**config.mk**
```make
export PLATFORM = sky130hd
export DESIGN_NAME = kogge_stone_pipe_adder
export DESIGN_NICKNAME = d
export VERILOG_FILES = /design/src/rtl/ks_pkg.sv /design/src/rtl/ks_prefix_level.sv /design/src/rtl/kogge_stone_pipe_adder.sv
export SDC_FILE = /design/constraint.sdc
export NUM_CORES = 1
export LEC_CHECK = 0
export BUFFER_PORTS_ARGS = -buffer_cell sky130_fd_sc_hd__buf_4
export CAP_MARGIN = 20
export CELL_PAD_IN_SITES_DETAIL_PLACEMENT = 1
export CELL_PAD_IN_SITES_GLOBAL_PLACEMENT = 2
export CORE_MARGIN = 8
export CORE_UTILIZATION = 38
export DETAILED_ROUTE_END_ITERATION = 8
export GPL_ROUTABILITY_DRIVEN = 0
export PLACE_DENSITY = 0.85
export SETUP_SLACK_MARGIN = 0.05
export SLEW_MARGIN = 20
export SYNTH_ARGS = -nofsm -noshare
export SYNTH_HDL_FRONTEND = slang
export SYNTH_SLANG_ARGS = --single-unit
export TNS_END_PERCENT = 10
```
**constraint.sdc**
```tcl
create_clock -name clk -period 3.3 [get_ports clk]
set_clock_uncertainty 0.05 [all_clocks]
set_input_delay 0.66 -clock clk [delete_from_list [all_inputs] [get_ports clk]]
set_output_delay 0.66 -clock clk [all_outputs]
set_load 0.02 [all_outputs]
```
**src/rtl/ks_pkg.sv**
```systemverilog
// ks_pkg -- shared helpers for the pipelined Kogge-Stone adder.
// rev 1.0
`default_nettype none

package ks_pkg;

  // Sideband bits that travel beside the (G,P) vectors: carry-in and x sign.
  localparam int KS_SIDE_EXTRA = 2;

  typedef enum logic {
    KS_EXACT  = 1'b0,
    KS_APPROX = 1'b1
  } ks_mode_e;

  function automatic int ks_levels(input int width);
    return $clog2(width);
  endfunction

  // Register j sits after prefix level round(j*(levels+1)/depth)-1.
  function automatic bit ks_reg_after(input int level, input int depth, input int levels);
    bit hit;
    hit = 1'b0;
    for (int j = 1; j < depth; j++) begin
      if ((2 * j * (levels + 1) + depth) / (2 * depth) == level + 1) hit = 1'b1;
    end
    return hit;
  endfunction

endpackage

`default_nettype wire

```
**src/rtl/ks_prefix_level.sv**
```systemverilog
// ks_prefix_level -- one black-cell level of the Kogge-Stone tree, optionally registered.
// rev 1.0
`default_nettype none

module ks_prefix_level #(
  parameter int WIDTH      = 32,
  parameter int SPAN       = 1,
  parameter bit REGISTERED = 1'b0
) (
  input  logic             clk,
  input  logic             rst,
  input  logic             adv,
  input  logic             valid_i,
  input  logic             approx_i,
  input  logic             bypass_i,
  input  logic [WIDTH-1:0] g_i,
  input  logic [WIDTH-1:0] p_i,
  output logic             valid_o,
  output logic             approx_o,
  output logic [WIDTH-1:0] g_o,
  output logic [WIDTH-1:0] p_o
);

  logic [WIDTH-1:0] g_d;
  logic [WIDTH-1:0] p_d;

  // Bits below SPAN have no lower neighbour: zeros shifted into G keep G,
  // ones shifted into P keep P.
  always_comb begin
    g_d = g_i;
    p_d = p_i;
    if (!bypass_i) begin
      g_d = g_i | (p_i & (g_i << SPAN));
      p_d = p_i & ~((~p_i) << SPAN);
    end
  end

  if (REGISTERED) begin : g_reg
    logic [WIDTH-1:0] g_q;
    logic [WIDTH-1:0] p_q;
    logic             valid_q;
    logic             approx_q;

    always_ff @(posedge clk or negedge rst) begin
      if (!rst) begin
        g_q      <= '0;
        p_q      <= '0;
        valid_q  <= 1'b0;
        approx_q <= 1'b0;
      end else if (adv) begin
        g_q      <= g_d;
        p_q      <= p_d;
        valid_q  <= valid_i;
        approx_q <= approx_i;
      end
    end

    assign g_o      = g_q;
    assign p_o      = p_q;
    assign valid_o  = valid_q;
    assign approx_o = approx_q;
  end else begin : g_comb
    logic unused_ctrl;
    assign unused_ctrl = &{1'b0, clk, rst, adv};
    assign g_o      = g_d;
    assign p_o      = p_d;
    assign valid_o  = valid_i;
    assign approx_o = approx_i;
  end

endmodule

`default_nettype wire

```
**src/rtl/kogge_stone_pipe_adder.sv**
```systemverilog
// kogge_stone_pipe_adder -- pipelined Kogge-Stone adder with carry-in, flow control
// and a per-operation truncated-carry approximate mode. rev 1.0
`default_nettype none

module kogge_stone_pipe_adder
  import ks_pkg::*;
#(
  parameter int WIDTH      = 32,
  parameter int PIPE_DEPTH = 2,
  parameter int APPROX_LVL = 3
) (
  input  logic             clk,
  input  logic             rst,
  input  logic             in_valid,
  output logic             in_ready,
  input  logic [WIDTH-1:0] x,
  input  logic [WIDTH-1:0] y,
  input  logic             cin,
  input  logic             approx_en,
  output logic             out_valid,
  input  logic             out_ready,
  output logic [WIDTH:0]   s,
  output logic             ovf,
  output logic             approx_out
);

  localparam int LEVELS = ks_levels(WIDTH);
  localparam int SIDE_W = WIDTH + KS_SIDE_EXTRA;

  logic             adv;
  logic [WIDTH-1:0] x_q;
  logic [WIDTH-1:0] y_q;
  logic             cin_q;
  logic             approx_q;
  logic             valid_q;

  logic [WIDTH-1:0]  g_lv    [LEVELS+1];
  logic [WIDTH-1:0]  p_lv    [LEVELS+1];
  logic              v_lv    [LEVELS+1];
  logic              a_lv    [LEVELS+1];
  logic [SIDE_W-1:0] side_lv [LEVELS+1];

  assign adv      = !out_valid || out_ready;
  assign in_ready = adv;

  always_ff @(posedge clk or negedge rst) begin
    if (!rst) begin
      x_q      <= '0;
      y_q      <= '0;
      cin_q    <= 1'b0;
      approx_q <= 1'b0;
      valid_q  <= 1'b0;
    end else if (adv) begin
      x_q      <= x;
      y_q      <= y;
      cin_q    <= cin;
      approx_q <= approx_en;
      valid_q  <= in_valid;
    end
  end

  // cin is folded into bit 0 as g_-1, so G[i] after the tree is the carry into bit i+1.
  assign g_lv[0]    = {x_q[WIDTH-1:1] & y_q[WIDTH-1:1],
                       (x_q[0] & y_q[0]) | ((x_q[0] ^ y_q[0]) & cin_q)};
  assign p_lv[0]    = x_q ^ y_q;
  assign v_lv[0]    = valid_q;
  assign a_lv[0]    = approx_q;
  assign side_lv[0] = {cin_q, x_q[WIDTH-1], x_q ^ y_q};

  for (genvar k = 0; k < LEVELS; k++) begin : g_level
    localparam bit REG = ks_reg_after(k, PIPE_DEPTH, LEVELS);
    logic bypass;

    if (k >= APPROX_LVL) begin : g_trunc
      assign bypass = (ks_mode_e'(a_lv[k]) == KS_APPROX);
    end else begin : g_full
      assign bypass = 1'b0;
    end

    ks_prefix_level #(
      .WIDTH      (WIDTH),
      .SPAN       (1 << k),
      .REGISTERED (REG)
    ) u_level (
      .clk      (clk),
      .rst      (rst),
      .adv      (adv),
      .valid_i  (v_lv[k]),
      .approx_i (a_lv[k]),
      .bypass_i (bypass),
      .g_i      (g_lv[k]),
      .p_i      (p_lv[k]),
      .valid_o  (v_lv[k+1]),
      .approx_o (a_lv[k+1]),
      .g_o      (g_lv[k+1]),
      .p_o      (p_lv[k+1])
    );

    if (REG) begin : g_side_reg
      logic [SIDE_W-1:0] side_q;
      always_ff @(posedge clk or negedge rst) begin
        if (!rst)     side_q <= '0;
        else if (adv) side_q <= side_lv[k];
      end
      assign side_lv[k+1] = side_q;
    end else begin : g_side_comb
      assign side_lv[k+1] = side_lv[k];
    end
  end

  logic [WIDTH-1:0] g_f;
  logic [WIDTH-1:0] p_f;
  logic             cin_f;
  logic             xs_f;

  assign g_f   = g_lv[LEVELS];
  assign p_f   = side_lv[LEVELS][WIDTH-1:0];
  assign xs_f  = side_lv[LEVELS][WIDTH];
  assign cin_f = side_lv[LEVELS][WIDTH+1];

  assign s          = {g_f[WIDTH-1], p_f ^ {g_f[WIDTH-2:0], cin_f}};
  assign ovf        = !p_f[WIDTH-1] && (s[WIDTH-1] != xs_f);
  assign out_valid  = v_lv[LEVELS];
  assign approx_out = a_lv[LEVELS];

endmodule

`default_nettype wire
```
==> results of run 1 <==
[flip-flops by register name, indices dropped and copies added (netlist names)]
register and count:
g_level.u_level.g_o 32, g_level.u_level.valid_o 1, x_q 32, cin_q 1, g_level.u_level.approx_o 1, approx_q 1
y_q 32, valid_q 1, g_level.u_level.p_o 24, g_level.g_side_reg.side_q 34
[metrics by stage]
| step | worst slack [ps] | utilization, % | std cells | power, W |
|---|---|---|---|---|
| detailed placement | 986 | 43.5 | 1233 | 0.00506 |
| finish | 558 | 46.4 | 1265 | 0.00700 |
| global placement | 981 | 43.5 | 1233 | 0.00503 |
| CTS | 554 | 46.4 | 1265 | 0.00708 |
| floorplan | 1150 | - | 888 | 0.00406 |
| global route | 439 | 46.4 | 1265 | 0.00741 |
[cell usage in the layout (no fill, tap or decap), types with 17 or more instances in the layout]
master       n
o21ai_0     35
ha_1        32
dfrtp_1    159
a21oi_1     44
a31oi_1     22
nor2_1      44
buf_4      113
xnor2_1     20
clkbuf_16   17
nand2_1    356
[final timing paths]
check	start	endpoint	slack [ps]	cells after the start
worst max-delay path	g_level[2].u_level.approx_o	s[25]	560	5
max in group asynchronous	rst	g_level[2].g_side_reg.side_q[9]	2140	2
worst min-delay path	rst	g_level[2].u_level.valid_o	170	1
worst min register to register	valid_q	g_level[2].u_level.valid_o	420	1
min in group clk	x[28]	x_q[28]	370	3
worst max register to register	x_q[27]	g_level[2].u_level.g_o[30]	1330	4
[power by group through the flow]
stage	combinational (W)	clock, W	sequential [W]
final	0.00242	0.00199	0.00259
after global routing	0.00266	0.00212	0.00263
after CTS	0.00246	0.00203	0.00259
after detailed placement	0.00244	0	0.00262
after global placement	0.00242	0	0.00261
after floorplan	0.00152	0	0.00254
[synthesized netlist by cell type, drive strengths merged, types with 3 or more instances]
master and instances:
a21o 8, nand2 356, a31o 5, o21a 8, a21oi 44, o22ai 7, a31oi 22, and3 4
o21ai 41, ha 32, inv 10, nor2b 3, xor2 13, buf 31, o31ai 4, a211oi 4
nor2 44, dfrtp 159, nand4 13, nor3 3, nand3 8, o21bai 4, or3 3, nand2b 10
nor3b 5, clkbuf 10, xnor2 20
[logic make-up after synthesis]
logic type               count (synthesis)
adder cells (fa/ha/maj)                 32
XOR/XNOR                                33
buffers and inverters                   51
AO/OA/AOI/OAI                          159
multiplexers                             1
flip-flops                             159
AND/OR/NAND/NOR                        453
[area by class of cell]
type / count / area [µm²] / share of cell area (%)
inverters: 10 / 40.0 / 0.428
clock inverters: 14 / 159 / 1.70
flip-flops and latches: 159 / 3980 / 42.5
clock buffers: 18 / 429 / 4.58
multi-input cells: 678 / 3520 / 37.6
well taps: 270 / 338 / 3.61
repair buffers: 116 / 900 / 9.61
[per-layer routing]
layer	up-vias	GRT usage (%)
li1	3153	-
met1	3081	26.7
met2	122	27.0
met3	17	2.95
met4	0	5.02
met5	-	0
==> results.sh, run 1 <==
export IMPL_status="complete, no violations"
export IMPL_fmax_ghz=0.365
export IMPL_cp_arrival_ps=2030
export IMPL_cts_root_buf="clkbuf_16"
export IMPL_synth_edff_count=0
export IMPL_hpwl_mm=16.5
export IMPL_clock_latency_ps=430
export IMPL_grt_pass1_vias=6836
export IMPL_power_leakage_nw=4.64
export IMPL_netlist_area_um2=7780
export IMPL_antenna_found_initial=0
export IMPL_grt_pass1_wl_mm=37.1
export IMPL_num_rows=52
export IMPL_drt_iter0_drc=382
export IMPL_synth_cell_types=47
export IMPL_ys_top_cells_by_area="dfrtp_1 51%, nand2_1 17%, ha_1 5.1%"
export IMPL_rsz0062_at_grt="false"
export IMPL_synth_mux_area_share_pct=0.129
export IMPL_cts_buffer_depth=2
export IMPL_path_max_fanout=16
export IMPL_max_stage_delay_ps=520
export IMPL_worstPathCellList="inv_1 > a31o_2 > a21oi_1 > xnor2_1 > buf_4"
export IMPL_maxCapViolCount=0
export IMPL_fin_nets=1084
export IMPL_hold_violations=0
export IMPL_synth_simple_area_share_pct=23.7
export IMPL_async_flop_share_pct=100
export IMPL_ctsResizeCount=0
export IMPL_p_sw_share_pct=37.3
export IMPL_cp_end_kind="output pin"
export IMPL_yosysTopAreaCell="dfrtp_1"
export IMPL_cts_tree="built"
export IMPL_finalCritPeriodShare_pct=83.1
export IMPL_num_vias=6373
export IMPL_grt_total_usage_pct=18.2
export IMPL_detail_route_wl_per_cell_um=17.8
export IMPL_die_area_um2=25300
export IMPL_cts_made_buffers=17
export IMPL_worst_slew_pin_slew_ps=771
export IMPL_crit_path_top_delay_cell="inv_1"
export IMPL_met2_length_mm=9.90
export IMPL_clkTransAtPathRegs_ps=60
export IMPL_setup_viol=0
export IMPL_finalInstanceArea_um2=9360
export IMPL_coreArea_um2=20200
export IMPL_syn_to_final_growth_pct=20.4
export IMPL_initial_core_util_pct=38.6
export IMPL_wl_met1_mm=11.5
export IMPL_cts_sinks=159
export IMPL_synthXorXnorAreaFrac_pct=3.72
export IMPL_synth_ff_type="dfrtp_1"
export IMPL_synth_top_family_by_area="simple AND/OR/NAND/NOR gates"
export IMPL_diodes=0
export IMPL_grt_overflow_total=0
export IMPL_hold_path_class="input pin to async pin"
export IMPL_wl_met3_um=799
export IMPL_highest_layer="met4"
export IMPL_postSynthCellCount=888
export IMPL_startpoint_type="register"
export IMPL_holdWs_ps=170
export IMPL_synth_compound_area_share_pct=12.5
export IMPL_remaining_drc_errors=0
export IMPL_place_area_um2=8770
export IMPL_ir_drop_uv=304
export IMPL_ant_nets=0
export IMPL_die_w_um=159
export IMPL_p_int_w=0.00439
export IMPL_first_pass_iters=4
export IMPL_drt_total_wl_mm=22.5
export IMPL_crit_family="buffers and inverters"
export IMPL_final_setup_tns_ps=0
export IMPL_post_cts_buffers=0
export IMPL_n_fill_cell=2379
export IMPL_syn_nets=990
export IMPL_io_pins=107
export IMPL_p_seq_share_pct=37.0
export IMPL_synth_fa_ha_area_share_pct=5.15
export IMPL_drive_gt1_share_pct=15.8
export IMPL_ys_warn_count=0
export IMPL_cts_htree_levels=4
export IMPL_hold_buffers=0
export IMPL_grt_start_max_net_pins=145
export IMPL_power_frac_comb_pct=34.6
export IMPL_cp_num_buf_inv=2
export IMPL_clkPwrFrac_pct=28.4
export IMPL_period_needed_ps=2740
export IMPL_yosysSeqAreaShare_pct=51.2
export IMPL_slew_headroom_pct=48.6
export IMPL_postSynthAreaPerCell_um2=8.76
export IMPL_via_per_inst=5.04
export IMPL_io_buffers=106
export IMPL_synth_seq_cells=159
export IMPL_cp_required_ps=2590
export IMPL_fp_dieH_um=159
export IMPL_worst_setup_path_type="register to output pin"
export IMPL_powerDensity_nw_per_um2=747
export IMPL_synth_top_area_share_pct=51.2
export IMPL_drv_slew=0
export IMPL_p_sw_w=0.00261
Power figures use the tool's default switching activity.
==> inputs of run 2 (changes only) <==
Settings changed: CORE_UTILIZATION 38 to 32, PLACE_DENSITY 0.85 to 0.76.
Clock period 3.3 ns to 2.3 ns, I/O delays scaled along.
==> run 2 against run 1 <==
Net effect:
- the flow now finishes with violations (setup timing)
- core utilization is 6.6 points lower
- sequential share of layout area is 1.1 points lower
- via count is 0.96% higher
- worst hold slack better by 6.3 ps
- setup slack worse by 600 ps
- sequential power is 44% higher
- critical path type unchanged
- highest routed layer unchanged
==> results.sh, run 2 (synthesized netlist as in run 1, its figures left out) <==
export IMPL_rsz0062_at_grt="true"
export IMPL_fin_nets=1097
export IMPL_syn_to_final_growth_pct=23.5
export IMPL_worst_slack_ps=-40.9
export IMPL_grt_total_usage_pct=16.6
export IMPL_n_fill_cell=2886
export IMPL_largest_reg_flops=34
export IMPL_multi_input_area_um2=3590
export IMPL_cp_end_kind="output pin"
export IMPL_cts_sinks=159
export IMPL_r2r_start="x_q[22]"
export IMPL_drive_gt1_share_pct=18.0
export IMPL_fmax_ghz=0.427
export IMPL_hold_start="x[31]"
export IMPL_dp_slack_ps=313
export IMPL_ant_nets=0
export IMPL_period_needed_ps=2340
export IMPL_regMostFlops="g_level.g_side_reg.side_q"
export IMPL_grt_overflow_total=0
export IMPL_cts_root_buf="clkbuf_16"
export IMPL_grt_pass1_vias=6979
export IMPL_die_area_um2=29500
export IMPL_r2r_end="g_level[2].u_level.g_o[28]"
export IMPL_hold_violations=0
export IMPL_drv_slew=0
export IMPL_power_leakage_nw=4.72
export IMPL_ff_latch_area_um2=3980
export IMPL_hold_path_class="input pin to register"
export IMPL_cts_tree="built"
export IMPL_ir_drop_uv=364
export IMPL_clock_latency_ps=420
export IMPL_slew_headroom_pct=64.5
export IMPL_use_met2_pct=24.7
export IMPL_num_rows=57
export IMPL_cts_buffer_depth=2
export IMPL_coreArea_um2=24100
export IMPL_via_per_inst=4.84
export IMPL_powerDensity_nw_per_um2=1060
export IMPL_setup_viol=1
export IMPL_worst_slew_pin_slew_ps=532
export IMPL_grt_start_max_net_pins=59
export IMPL_crit_path_top_delay_cell="dfrtp_1"
export IMPL_fin_cells=1329
export IMPL_drt_total_wl_mm=23.6
export IMPL_path_max_fanout=8
export IMPL_violations="setup timing"
export IMPL_clkTransAtPathRegs_ps=60
export IMPL_grt_pass1_wl_mm=37.9
export IMPL_startpoint_type="register"
export IMPL_cp_required_ps=1790
export IMPL_first_pass_iters=4
export IMPL_status="complete, but fails checks"
export IMPL_worst_setup_path_type="register to output pin"
export IMPL_cts_made_buffers=17
export IMPL_cp_arrival_ps=1830
export IMPL_top_usage_layer="met2"
export IMPL_holdWs_ps=176
export IMPL_place_inst=1295
export IMPL_rr_worst_depth=5
export IMPL_worstPathCellList="buf_6 > and3b_2 > o221ai_4 > xor2_1 > nor2_1 > buf_4"
export IMPL_die_w_um=172
export IMPL_final_cell_mix="356 x nand2_1, 158 x dfrtp_1, 123 x buf_4"
export IMPL_drt_iter0_drc=367
export IMPL_detail_route_wl_per_cell_um=17.8
export IMPL_finalCritPeriodShare_pct=102
export IMPL_remaining_drc_errors=0
export IMPL_io_buffers=106
export IMPL_hpwl_mm=18.0
export IMPL_grtUsageMet1_pct=24.4
export IMPL_fp_dieH_um=172
export IMPL_diodes=0
export IMPL_hold_end="x_q[31]"
export IMPL_initial_core_util_pct=32.3
export IMPL_max_stage_delay_ps=390
export IMPL_cts_htree_levels=4
export IMPL_antenna_found_initial=0
export IMPL_grtUsageMet3_pct=2.35
export IMPL_holdPathStages=3
export IMPL_final_common_cell="nand2_1"
export IMPL_num_vias=6434
export IMPL_regToRegSetupSlack_ps=450
export IMPL_maxCapViolCount=0
export IMPL_io_pins=107
[run 2: cell types whose count changed in the layout (fill, tap and decap cells not counted), sizes merged]
cell,previous run,this run
inv,15,10
clkinv,3,5
dlygate4sd3,0,1
clkinvlp,4,3
bufinv,2,3
buf,116,128
[run 2: power breakdown]
part | switching (W) | leakage [nW] | internal, W
clock | 0.00115 | 0.273 | 0.00169
sequential | 0.000411 | 1.96 | 0.00331
combinational | 0.00218 | 2.48 | 0.00144
total | 0.00374 | 4.72 | 0.00644
[run 2: stage by stage]
stage / area, µm² / power (W) / util [%] / setup TNS (ps)
2_1_floorplan: 7780 / 0.00583 / - / 0
6_report: 9600 / 0.0102 / 39.8 / -40.9
5_1_grt: 9600 / 0.0108 / 39.8 / -274
4_1_cts: 9580 / 0.0103 / 39.7 / -136
3_5_place_dp: 8910 / 0.00736 / 37.0 / 0
3_3_place_gp: 8910 / 0.00731 / 37.0 / 0
[run 2: worst max path at each step]
stage | startpoint | to | slack (ps) | cells after the start
4_1_cts | g_level[2].u_level.approx_o | ovf | -70 | 6
3_3_place_gp | g_level[2].u_level.g_o[14] | ovf | 330 | 5
5_1_grt | g_level[2].u_level.approx_o | ovf | -100 | 6
6_report | g_level[2].u_level.approx_o | ovf | -40 | 6
2_1_floorplan | g_level[2].u_level.approx_o | s[10] | 350 | 5
3_5_place_dp | g_level[2].u_level.g_o[14] | ovf | 310 | 5
[run 2: what timing repair did]
| item | in CTS | in global routing |
|---|---|---|
| endpoints found under the setup margin | 22 | 18 |
| hold endpoints to repair | 45 | 0 |
| pin swaps | 8 | 8 |
| gates resized for setup | 14 | 5 |
| buffers inserted | 3 | 1 |
| cloned | 0 | 0 |
| hold buffers | 1 | 0 |
[run 2: metal layers]
layer  part of all wire, %  wire length (µm)
met1                    51             11900
met2                    44             10400
met3                   4.1               965
met4                   1.2               293
met5                     0                 0
[run 2: area by class of cell]
class / count / area share (%)
repair buffers: 129 / 10.6
clock buffers: 18 / 4.47
inverters: 10 / 0.417
clock inverters: 11 / 1.51
multi-input cells: 678 / 37.3
well taps: 324 / 4.22
flip-flops and latches: 159 / 41.5
[run 2: critical path: cells and delay by family (launching register included)]
kind | cells | cell delay, ps
compound gates | 1 | 230
xor+xnor | 1 | 180
buf+inv | 2 | 310
flops | 1 | 390
simple gates | 2 | 290
==> inputs of run 3 (changes only) <==
Settings changed: CAP_MARGIN 20 to 25, RECOVER_POWER set to 25.
==> run 3 against run 2 <==
Net effect:
- the run still ends with setup timing left
- critical path depth unchanged
- die area unchanged
- non-clock buffer count did not move
- setup slack better by 1.9 ps
- via count is essentially flat
- first-iteration DRC count shrank 1.4%
- critical path type unchanged
- largest cell class unchanged
- largest power group unchanged
==> results.sh, run 3 (synthesized netlist as in run 1, its figures left out) <==
export IMPL_status="complete, but fails checks"
export IMPL_violations="setup timing"
export IMPL_place_inst=1295
export IMPL_fin_nets=1097
export IMPL_io_buffers=106
export IMPL_detail_route_wl_per_cell_um=17.8
export IMPL_regMostFlops="g_level.g_side_reg.side_q"
export IMPL_crit_start="g_level[2].u_level.approx_o"
export IMPL_diodes=0
export IMPL_n_fill_cell=2890
export IMPL_cp_end_kind="output pin"
export IMPL_clock_latency_ps=420
export IMPL_io_pins=107
export IMPL_first_pass_iters=4
export IMPL_setup_viol=1
export IMPL_power_leakage_nw=4.71
export IMPL_period_needed_ps=2340
export IMPL_grt_overflow_total=0
export IMPL_drv_slew=0
export IMPL_grt_total_usage_pct=16.6
export IMPL_final_util_pct=39.7
export IMPL_cts_root_buf="clkbuf_16"
export IMPL_cts_tree="built"
export IMPL_via_per_inst=4.84
export IMPL_cts_buffer_depth=2
export IMPL_holdWs_ps=177
export IMPL_path_max_fanout=8
export IMPL_grt_start_max_net_pins=59
export IMPL_cts_made_buffers=17
export IMPL_cp_required_ps=1790
export IMPL_fmax_ghz=0.428
export IMPL_cts_htree_levels=4
export IMPL_final_common_cell="nand2_1"
export IMPL_worst_setup_path_type="register to output pin"
export IMPL_hold_path_class="input pin to register"
export IMPL_fp_dieH_um=172
export IMPL_hpwl_mm=18.0
export IMPL_maxCapViolCount=0
export IMPL_worst_slew_pin_slew_ps=1390
export IMPL_ant_nets=0
export IMPL_drt_iter0_drc=362
export IMPL_cts_sinks=159
export IMPL_drive_gt1_share_pct=17.9
export IMPL_hold_start="x[31]"
export IMPL_r2r_start="x_q[22]"
export IMPL_largest_reg_flops=34
export IMPL_syn_to_final_growth_pct=23.2
export IMPL_clkTransAtPathRegs_ps=60
export IMPL_power_total_w=0.0102
export IMPL_worst_slack_ps=-39.0
export IMPL_cp_arrival_ps=1830
export IMPL_rsz0062_at_grt="true"
export IMPL_coreArea_um2=24100
export IMPL_remaining_drc_errors=0
export IMPL_die_w_um=172
export IMPL_initial_core_util_pct=32.3
export IMPL_finalCritPeriodShare_pct=102
export IMPL_ir_drop_uv=364
export IMPL_slew_headroom_pct=7.31
export IMPL_grt_pass1_vias=6979
export IMPL_antenna_found_initial=0
export IMPL_grt_pass1_wl_mm=37.9
export IMPL_final_cell_mix="356 x nand2_1, 158 x dfrtp_1, 121 x buf_4"
export IMPL_startpoint_type="register"
export IMPL_hold_violations=0
export IMPL_drt_total_wl_mm=23.6
export IMPL_die_area_um2=29500
export IMPL_powerDensity_nw_per_um2=1060
export IMPL_fin_cells=1329
export IMPL_num_rows=57
export IMPL_final_setup_tns_ps=-39.0
export IMPL_num_vias=6437
==> run 3: cell count changes in the layout (fill, tap and decap cells not counted), sizes merged <==
cell | before | now
clkbuf | 18 | 20
buf | 128 | 126
==> run 3: what timing repair did <==
action | 4_1_cts | 5_1_grt
gates resized for setup | 14 | 5
hold endpoints to repair | 45 | 0
setup endpoints to repair | 22 | 18
setup buffers | 3 | 1
pin swaps | 8 | 8
hold buffers | 1 | 0
==> run 3: routing by layer <==
metal / global-route usage (%) / vias up / part of all wire, %
met2: 24.7 / 121 / 44
met5: 0 / - / 0
met1: 24.4 / 3131 / 51
met4: 5.13 / 0 / 1.3
met3: 2.35 / 15 / 4.0
li1: - / 3170 / -
==> run 3: layout make-up <==
| type | instances | area [µm²] | area share, % |
|---|---|---|---|
| flip-flops and latches | 159 | 3980 | 41.5 |
| multi-input cells | 678 | 3590 | 37.4 |
| repair buffers | 129 | 995 | 10.4 |
| clock buffers | 18 | 429 | 4.48 |
| well taps | 324 | 405 | 4.23 |
| clock inverters | 11 | 145 | 1.51 |
| inverters | 10 | 40.0 | 0.418 |
==> run 3: metrics by stage <==
step / cell area (µm²) / setup slack, ps
2_1_floorplan: 7780 / 348
3_3_place_gp: 8910 / 326
3_5_place_dp: 8910 / 313
4_1_cts: 9580 / -70.2
5_1_grt: 9580 / -105
6_report: 9580 / -39.0
==> run 3: critical path: stages (launching register included) <==
cell      delay [ps]
dfrtp_1          390
buf_6            160
and3b_2          240
o221ai_4         230
xor2_1           180
nor2_1            50
buf_4            150
==> run 3: power breakdown <==
part | internal [W] | switching, W
clock | 0.00169 | 0.00115
sequential | 0.00331 | 0.000411
combinational | 0.00144 | 0.00217
total | 0.00643 | 0.00374
==> run 3: path summary, 6_finish.rpt <==
check | to | cells past startpoint | slack [ps]
worst max-delay path | ovf | 6 | -40
worst min-delay path | x_q[31] | 3 | 180
worst max register to register | g_level[2].u_level.g_o[28] | 5 | 450
worst min register to register | valid_q | 2 | 420
max in group asynchronous | g_level[2].g_side_reg.side_q[1] | 3 | 290
min in group asynchronous | g_level[2].u_level.valid_o | 2 | 830
